[config.mk]
export PLATFORM = sky130hd
export DESIGN_NAME = bbox_rid_ctrl
export DESIGN_NICKNAME = d
export VERILOG_FILES = /design/src/rtl/bbox_pkg.sv /design/src/rtl/rid_freelist.sv /design/src/rtl/bbox_rid_ctrl.sv
export SDC_FILE = /design/constraint.sdc
export NUM_CORES = 2
export LEC_CHECK = 0
export CAP_MARGIN = 20
export CELL_PAD_IN_SITES_DETAIL_PLACEMENT = 1
export CELL_PAD_IN_SITES_GLOBAL_PLACEMENT = 1
export CORE_AREA = 2 2 530 532
export DETAILED_ROUTE_END_ITERATION = 6
export DIE_AREA = 0 0 532 534
export PLACE_DENSITY = 0.5
export SLEW_MARGIN = 30
export SYNTH_ARGS = -nofsm -noshare
export SYNTH_HDL_FRONTEND = slang
export SYNTH_SLANG_ARGS = --single-unit
[constraint.sdc]
create_clock -name clk -period 7.2 [get_ports clk]
set_input_delay 1.44 -clock clk [delete_from_list [all_inputs] [get_ports clk]]
set_output_delay 1.44 -clock clk [all_outputs]
set_load 0.01 [all_outputs]
[src/rtl/bbox_pkg.sv]
// Shared types for the bbox ray/box stage and its RID wrapper; stream width macros live here too.
// Latency: none (types only). Backpressure: n/a.
`ifndef BBOX_DATATYPES_SVH
`define BBOX_DATATYPES_SVH
`define RID_WIDTH 4
`define BBOX_REQ_WIDTH (640 + `RID_WIDTH)
`define BBOX_RESP_WIDTH (3 + `RID_WIDTH)
`endif

package bbox_pkg;
  localparam int BBOX_PAYLOAD_WIDTH = 640;
  localparam int BBOX_HIT_WIDTH     = 3;
  localparam int RID_W              = `RID_WIDTH;

  typedef struct packed {
    logic [BBOX_PAYLOAD_WIDTH-1:0] payload;
    logic [RID_W-1:0]              rid;
  } bbox_req_t;

  typedef struct packed {
    logic [BBOX_HIT_WIDTH-1:0] hit;
    logic [RID_W-1:0]          rid;
  } bbox_resp_t;
endpackage

[src/rtl/rid_freelist.sv]
// RID pool: free bitmap, lowest-free allocation, free port, allocation query, outstanding count.
// Latency: alloc/free take effect on the next edge. Backpressure: o_any_free low when pool is empty.
module rid_freelist #(
  parameter int N  = 16,
  parameter int RW = 4,
  localparam int CW = $clog2(N + 1)
) (
  input  logic          clk,
  input  logic          rst,
  input  logic          i_alloc,
  output logic [RW-1:0] o_alloc_rid,
  output logic          o_any_free,
  input  logic          i_free,
  input  logic [RW-1:0] i_free_rid,
  input  logic [RW-1:0] i_query_rid,
  output logic          o_is_alloc,
  output logic [CW-1:0] o_outstanding
);
  logic [N-1:0]       r_free;
  logic [CW-1:0]      r_outstanding;
  logic [2**RW-1:0]   w_alloc_map;
  logic               w_alloc;
  logic               w_free;

  // Padding the allocated map to the full RID space makes out-of-range RIDs read as unallocated.
  assign w_alloc_map   = (2**RW)'(~r_free);
  assign o_any_free    = |r_free;
  assign w_alloc       = i_alloc && o_any_free;
  assign w_free        = i_free && w_alloc_map[i_free_rid];
  assign o_is_alloc    = w_alloc_map[i_query_rid];
  assign o_outstanding = r_outstanding;

  always_comb begin
    o_alloc_rid = '0;
    for (int i = N - 1; i >= 0; i--) begin
      if (r_free[i]) o_alloc_rid = RW'(i);
    end
  end

  always_ff @(posedge clk) begin
    if (rst) begin
      r_free        <= '1;
      r_outstanding <= '0;
    end else begin
      if (w_alloc) r_free[o_alloc_rid] <= 1'b0;
      if (w_free)  r_free[i_free_rid]  <= 1'b1;
      case ({w_alloc, w_free})
        2'b10:   r_outstanding <= r_outstanding + CW'(1);
        2'b01:   r_outstanding <= r_outstanding - CW'(1);
        default: r_outstanding <= r_outstanding;
      endcase
    end
  end
endmodule

[src/rtl/bbox_rid_ctrl.sv]
// Tags requests with a free RID for bbox and restores caller context on return; 1-cycle latency each way.
// Each path has one skid-free output register; BBOX_RID_CHECK_EN drops and flags responses for unallocated RIDs.
module bbox_rid_ctrl
  import bbox_pkg::*;
#(
  parameter int CTX_WIDTH       = 32,
  parameter int MAX_OUTSTANDING = 16,
  localparam int OUT_W = $clog2(MAX_OUTSTANDING + 1)
) (
  input  logic                          clk,
  input  logic                          rst,
  input  logic [BBOX_PAYLOAD_WIDTH-1:0] in_req_dat,
  input  logic [CTX_WIDTH-1:0]          in_req_ctx,
  input  logic                          in_req_vld,
  output logic                          in_req_rdy,
  output logic [`BBOX_REQ_WIDTH-1:0]    bbox_req_stream_rsc_dat,
  output logic                          bbox_req_stream_rsc_vld,
  input  logic                          bbox_req_stream_rsc_rdy,
  input  logic [`BBOX_RESP_WIDTH-1:0]   bbox_resp_stream_rsc_dat,
  input  logic                          bbox_resp_stream_rsc_vld,
  output logic                          bbox_resp_stream_rsc_rdy,
  output logic [BBOX_HIT_WIDTH-1:0]     out_resp_hit,
  output logic [CTX_WIDTH-1:0]          out_resp_ctx,
  output logic                          out_resp_vld,
  input  logic                          out_resp_rdy,
  output logic [OUT_W-1:0]              outstanding,
  output logic                          err_rid
);
  bbox_req_t                 r_req;
  logic                      r_req_vld;
  logic [BBOX_HIT_WIDTH-1:0] r_hit;
  logic [CTX_WIDTH-1:0]      r_ctx;
  logic                      r_resp_vld;
  logic [CTX_WIDTH-1:0]      r_ctx_mem [MAX_OUTSTANDING];

  bbox_resp_t                w_resp;
  logic [RID_W-1:0]          w_alloc_rid;
  logic                      w_any_free;
  logic                      w_is_alloc;
  logic                      w_req_acc;
  logic                      w_resp_acc;
  logic                      w_resp_ok;
  logic                      w_fwd;

  assign w_resp                   = bbox_resp_t'(bbox_resp_stream_rsc_dat);
  assign in_req_rdy               = !rst && w_any_free && (!r_req_vld || bbox_req_stream_rsc_rdy);
  assign bbox_resp_stream_rsc_rdy = !rst && (!r_resp_vld || out_resp_rdy);
  assign w_req_acc                = in_req_vld && in_req_rdy;
  assign w_resp_acc               = bbox_resp_stream_rsc_vld && bbox_resp_stream_rsc_rdy;
  assign w_fwd                    = w_resp_acc && w_resp_ok;

`ifdef BBOX_RID_CHECK_EN
  logic r_err;
  assign w_resp_ok = w_is_alloc;
  assign err_rid   = r_err;
  always_ff @(posedge clk) begin
    if (rst)                            r_err <= 1'b0;
    else if (w_resp_acc && !w_is_alloc) r_err <= 1'b1;
  end
`else
  logic w_unused_is_alloc;
  assign w_unused_is_alloc = w_is_alloc;
  assign w_resp_ok         = 1'b1;
  assign err_rid           = 1'b0;
`endif

  rid_freelist #(
    .N  (MAX_OUTSTANDING),
    .RW (RID_W)
  ) u_freelist (
    .clk           (clk),
    .rst           (rst),
    .i_alloc       (w_req_acc),
    .o_alloc_rid   (w_alloc_rid),
    .o_any_free    (w_any_free),
    .i_free        (w_fwd),
    .i_free_rid    (w_resp.rid),
    .i_query_rid   (w_resp.rid),
    .o_is_alloc    (w_is_alloc),
    .o_outstanding (outstanding)
  );

  always_ff @(posedge clk) begin
    if (rst) begin
      r_req_vld <= 1'b0;
      r_req     <= '0;
    end else if (w_req_acc) begin
      r_req_vld     <= 1'b1;
      r_req.payload <= in_req_dat;
      r_req.rid     <= w_alloc_rid;
    end else if (bbox_req_stream_rsc_rdy) begin
      r_req_vld <= 1'b0;
    end
  end

  // Context storage is left unreset; a slot is only read after its RID was written on allocation.
  always_ff @(posedge clk) begin
    if (w_req_acc) r_ctx_mem[w_alloc_rid] <= in_req_ctx;
  end

  always_ff @(posedge clk) begin
    if (rst) begin
      r_resp_vld <= 1'b0;
      r_hit      <= '0;
      r_ctx      <= '0;
    end else if (w_fwd) begin
      r_resp_vld <= 1'b1;
      r_hit      <= w_resp.hit;
      r_ctx      <= r_ctx_mem[w_resp.rid];
    end else if (out_resp_rdy) begin
      r_resp_vld <= 1'b0;
    end
  end

  assign bbox_req_stream_rsc_dat = r_req;
  assign bbox_req_stream_rsc_vld = r_req_vld;
  assign out_resp_hit            = r_hit;
  assign out_resp_ctx            = r_ctx;
  assign out_resp_vld            = r_resp_vld;
endmodule

# --- Word level (Yosys, flattened, before mapping) ---
# Memories as Yosys holds them, arrays and structs flattened. A register that Yosys moved wholly into a read port is not among the register bits.
# Cells that the tools add are included.
# W data, S select, Z words.
totals:
  ff_bits: 670
  ramBits: 512
  input_bits: 685
  out_inout_bits: 689
  word_cells: 70
  memories: 1
classes:
  n_addsub: 2
  n_lt_le_gt_ge: 4
  n_eq_ne: 2
  n_mux: 32
  bitwise_logic: 4
  n_reduce_logical: 18
memory_table:
  columns: ["name", "depth", "word_bits", "read_ports", "rd_clocked_by_memory_dff", "write_ports", "line", "text"]
  rows:
  - ["r_ctx_mem", 16, 32, 1, 1, 1, "bbox_rid_ctrl.sv:34", "logic [CTX_WIDTH-1:0] r_ctx_mem [MAX_OUTSTANDING];"]
ops:
  columns: ["cell", "n"]
  rows:
  - ["$mux W4", 16]
  - ["$mux W16", 3]
  - ["$not A16 Y16", 2]
  - ["$and A16 B16 Y16", 1]
  - ["$or A16 B16 Y16", 1]
  - ["$reduce_or A16 Y1", 1]
  - ["$lt A4 B5 Y1 const B", 2]
  - ["$pmux W5 S2", 1]
  - ["$logic_and A1 B1 Y1", 9]
  - ["$mux W1", 9]
  - ["$demux W1 S4", 2]
  - ["$ge A4 B1 Y1 const B", 2]
  - ["$reduce_bool A2 Y1", 3]
  - ["$add A5 B1 Y5 const B", 1]
  - ["$sub A5 B1 Y5 const B", 1]
  - ["$bmux W1 S4", 1]
  - ["$logic_not A1 Y1", 3]
  - ["$eq A2 B1 Y1 const B", 1]
  - ["$eq A2 B2 Y1 const B", 1]
  - ["$logic_or A1 B1 Y1", 2]

# --- Logic depth before layout (Yosys ltp) ---
logic_depth:
  depth_word: 26
  mapped_depth: 16
  depth_no_buf: 14

# --- Cells and area by module ---
# From an unflattened synthesis, not the netlist that was laid out.
hier_totals:
  hier_cells: 3167
  area_unflattened_um2: 47247.8
by_module_without_submodules:
  columns: ["mod", "instances", "cells_per_inst", "area_each_um2", "seq_area_each_um2"]
  rows:
  - ["bbox_rid_ctrl", 1, 2988, 45720.1, 29007.8]
  - ["rid_freelist", 1, 179, 1527.7, 420.4]

# --- Worst setup path before layout ---
# Ideal clock, no wire load.
synth_path:
  path_kind: "input-to-reg"
  startpoint: "input rst"
  endpoint: "memory r_ctx_mem[3][0], enable pin"
  arrival_ps: 4922
  path_slack_ps: 1777
  stages: 4
  path_buffers: 1
  cell_sequence: "clkbuf_1 -> nor2_1 -> nand2_1 -> nor4_1"
synth_via:
  elab_chain_len: 6
synth_rtl:
  columns: ["item", "line", "text"]
  rows:
  - ["from (decl)", "bbox_rid_ctrl.sv:11", "input logic rst,"]
  - ["$logic_not A1 Y1", "bbox_rid_ctrl.sv:46", "assign in_req_rdy = !rst && w_any_free && (!r_req_vld || bbox_req_stream_rsc_rdy);"]
  - ["$logic_and A1 B1 Y1 (2 in series)", "bbox_rid_ctrl.sv:46", null]
  - ["$logic_and A1 B1 Y1", "bbox_rid_ctrl.sv:48", "assign w_req_acc = in_req_vld && in_req_rdy;"]
  - ["$mux W1", "bbox_rid_ctrl.sv:98", "if (w_req_acc) r_ctx_mem[w_alloc_rid] <= in_req_ctx;"]
  - ["$mux W1 (implied by the code)", "bbox_rid_ctrl.sv:98", null]
  - ["to (decl)", "bbox_rid_ctrl.sv:34", null]
# Every way passes these cells.

# --- Worst setup path in the final report ---
layout_path:
  startpoint: "input bbox_req_stream_rsc_rdy"
  endpoint: "output in_req_rdy"
layout_via:
  elab_chain_len: 2
layout_rtl:
  columns: ["item", "line", "text"]
  rows:
  - ["from (decl)", "bbox_rid_ctrl.sv:18", "input logic bbox_req_stream_rsc_rdy,"]
  - ["$logic_or A1 B1 Y1", "bbox_rid_ctrl.sv:46", null]
  - ["$logic_and A1 B1 Y1", "bbox_rid_ctrl.sv:46", null]
  - ["to (decl)", "bbox_rid_ctrl.sv:15", "output logic in_req_rdy,"]
# Every way passes these cells.

==> run summary <==
post-synthesis area per instance -> 11.3 um^2
antenna viol nets, final -> 0
Cell Rows -> 194
Core Footprint -> 278000 um^2
fin crit share -> 0.677
CP max stage delay -> 0.82 ns
CP most frequent cell -> clkdlybuf4s50_1
Mapped Area -> 43600 um^2
FFs w/ async S/R, synth -> 0
fin crit period -> 4.88 ns
final core occ -> 0.240
CTS tree -> built
Pleak -> 22.2 nW
M1 GR Usage -> 0.231
Max Root-Sink Buffers -> 4
CTS root buffer -> clkbuf_16
Setup WS post-layout -> 2.32 ns
gpl congestion -> 1.01
chip width -> 532 um
Initial Util -> 0.157
fin nets -> 5866
Wirelength per Cell -> 29.9 um
met2 usage -> 0.294
crit start category -> input port
# fillers -> 31300
total track usage -> 0.184
PwrDens -> 262 nW/um^2
most used routing layer -> met2
Peak VDD IR -> 0.191 mV
Yosys warning total -> 0
Seq cells post-synth -> 1214
Area growth syn-to-layout -> 53.2%
GR Layer Usage met3 -> 0.0671
worst hold slack -> 0.452 ns
sequential share of the synthesized area -> 0.675
Num CTS Buffers -> 160
Max Slew Vio Count -> 0
CTS Sinks -> 1214
I/O pins -> 1374
Fin. Hold Viols -> 0
Overflow after GRT -> 0
initial antenna violation count -> 193
gate count of the mapped netlist -> 3865
top_reg_cell synth -> dfxtp_1
library cells used by synthesis -> 45
Routed Wire Length -> 271000 um
Critical Path AT -> 3.44 ns
crit path kind -> in2out
H-tree depth -> 4
vias per cell -> 4.03
total number of vias -> 36500
Final Setup Violations -> 0
RSZ-0062 raised after global routing -> false
slowest stage cell, crit path -> clkdlybuf4s50_1
Die Height -> 534 um
vias in the first global route -> 36700
maximum fanout along the worst path -> 4
clock latency on the worst-skew pair -> 0.83 ns
share of cells above drive strength 1 -> 0.0844
DPL Wire Length -> 211000 um
setup_tns -> 0 ns
EDFF count, synth -> 512
fmax -> 0.205 GHz
Die Area -> 284000 um^2
max_cap viols -> 0
IO Port Bufs -> 1372
Worst-Margin Slew -> 1.12 ns
Pre-Repair DR Iteration Count -> 5
CTS resizes -> 0
worst path cell trace -> clkdlybuf4s50_1 -> nor2b_1 -> nor3_1 -> clkdlybuf4s50_1
Slew headroom -> 0.255
global-route wire length before repair -> 355000 um
clock slew at reported path FFs -> 0.05 ns
Worst Setup End Kind -> output pin
DRC errors left -> 0
Final Skew -> 0.0793 ns
reg2reg setup slack -> 3.43 ns
initial DRC count -> 2415
Min-Delay Path Class -> reg2reg
DP Worst Slack -> 1.96 ns
Hold Buf Count CTS -> 0
largest net degree at the start of global routing -> 175
CP required -> 5.76 ns
status -> completed
postcts setup bufs -> 0
syn nets -> 4555
## layout make-up
type / count / area (um^2) / share of cell area
antenna: 42 / 105 / 0.00157
timing repair buffer: 1417 / 14200 / 0.212
tap: 3724 / 4660 / 0.0697
multi-input combinational: 2366 / 13100 / 0.196
clock inverter: 58 / 638 / 0.00955
clock buffer: 227 / 4650 / 0.0696
sequential: 1214 / 29400 / 0.441
inverter: 17 / 71.3 / 0.00107
## worst max-delay path, delay by kind of cell
family        cells  cell delay, ns
simple gates      2            0.70
buf+inv           2            1.28
## report_power, final
group / internal, mW / leakage, nW / switching, mW
Combinational: 0.841 / 9.24 / 0.970
Sequential: 7.37 / 10.3 / 0.154
Clock: 4.89 / 2.59 / 3.28
## flip-flops by register name, summed over array words and instances (netlist names)
register and flops:
bbox_req_stream_rsc_vld 1, out_resp_vld 1, u_freelist.o_outstanding 5, r_ctx_mem 512, out_resp_ctx 32, bbox_req_stream_rsc_dat 644
u_freelist.r_free 16, out_resp_hit 3
## through the flow
| stage | std cells | area, um^2 | power [mW] |
|---|---|---|---|
| after floorplan | 3865 | 43600 | 8.20 |
| after global routing | 9041 | 66700 | 18.2 |
| final | 9065 | 66800 | 17.5 |
| after global placement | 8738 | 61400 | 9.50 |
| after CTS | 9023 | 66700 | 17.8 |
| after detailed placement | 8738 | 61400 | 9.52 |
## cell families (layout without fill, tap and decap cells)
group / count (synthesis) / after routing / share of synthesized area
compound gates: 751 / 751 / 0.0886
simple gates: 1409 / 1409 / 0.124
fa+ha+maj: 5 / 5 / 0.00161
xor+xnor: 3 / 3 / 0.000603
buf+inv: 285 / 1719 / 0.0267
mux: 197 / 197 / 0.0835
flops: 1214 / 1214 / 0.675
other cells: 1 / 43 / 0.0000860
## Yosys cell counts, types with 2 or more instances
cell type | instances | area (um^2)
nor3b_1 | 3 | 22.5
buf_1 | 14 | 52.6
inv_1 | 16 | 60.1
buf_4 | 2 | 15.0
dfxtp_1 | 702 | 14100
o21ai_0 | 40 | 200
a21oi_1 | 688 | 3440
and3_2 | 2 | 15.0
xor2_1 | 2 | 17.5
o31ai_1 | 3 | 22.5
a221o_1 | 10 | 100
nand2b_1 | 9 | 56.3
buf_2 | 71 | 355
ha_1 | 4 | 50.1
nand3b_1 | 2 | 15.0
nor2b_1 | 7 | 43.8
edfxtp_1 | 512 | 15400
mux2i_1 | 64 | 641
clkbuf_1 | 181 | 679
nand4_1 | 2 | 12.5
and2_1 | 2 | 12.5
nand3_1 | 6 | 30.0
nor3_1 | 8 | 40.0
o21a_1 | 2 | 15.0
nor2_1 | 61 | 229
nand2_1 | 1298 | 4870
mux4_2 | 132 | 2970
nor4_1 | 5 | 31.3
## layer usage
metal  share of wire  wire length (um)
met3           0.088             23800
met5          0.0020               541
met4           0.028              7480
met2            0.46            124000
met1            0.42            115000
## placed cells by master, fill, tap and decap left out, types with 8 or more instances in the layout
master and count:
edfxtp_1 512, buf_12 8, o21ai_0 40, a21oi_1 688, dfxtp_1 702, a221o_1 10
buf_4 36, clkinv_1 13, nand2_1 1297, bufinv_16 11, clkbuf_1 32, nor2_1 56
clkbuf_16 164, clkdlybuf4s50_1 1368, diode_2 42, nand2b_1 8, mux4_2 132, clkbuf_8 32
mux2i_1 64, inv_1 10, clkinv_2 19
## path summary, 6_finish.rpt
| path | start | to | cells past startpoint |
|---|---|---|---|
| max | bbox_req_stream_rsc_rdy | in_req_rdy | 4 |
| min | bbox_req_stream_rsc_dat[87] | bbox_req_stream_rsc_dat[87] | 2 |
| max reg2reg | u_freelist.r_free[2] | bbox_req_stream_rsc_dat[406] | 9 |
| min reg2reg | bbox_req_stream_rsc_dat[87] | bbox_req_stream_rsc_dat[87] | 2 |
Power figures use the tool's default switching activity.
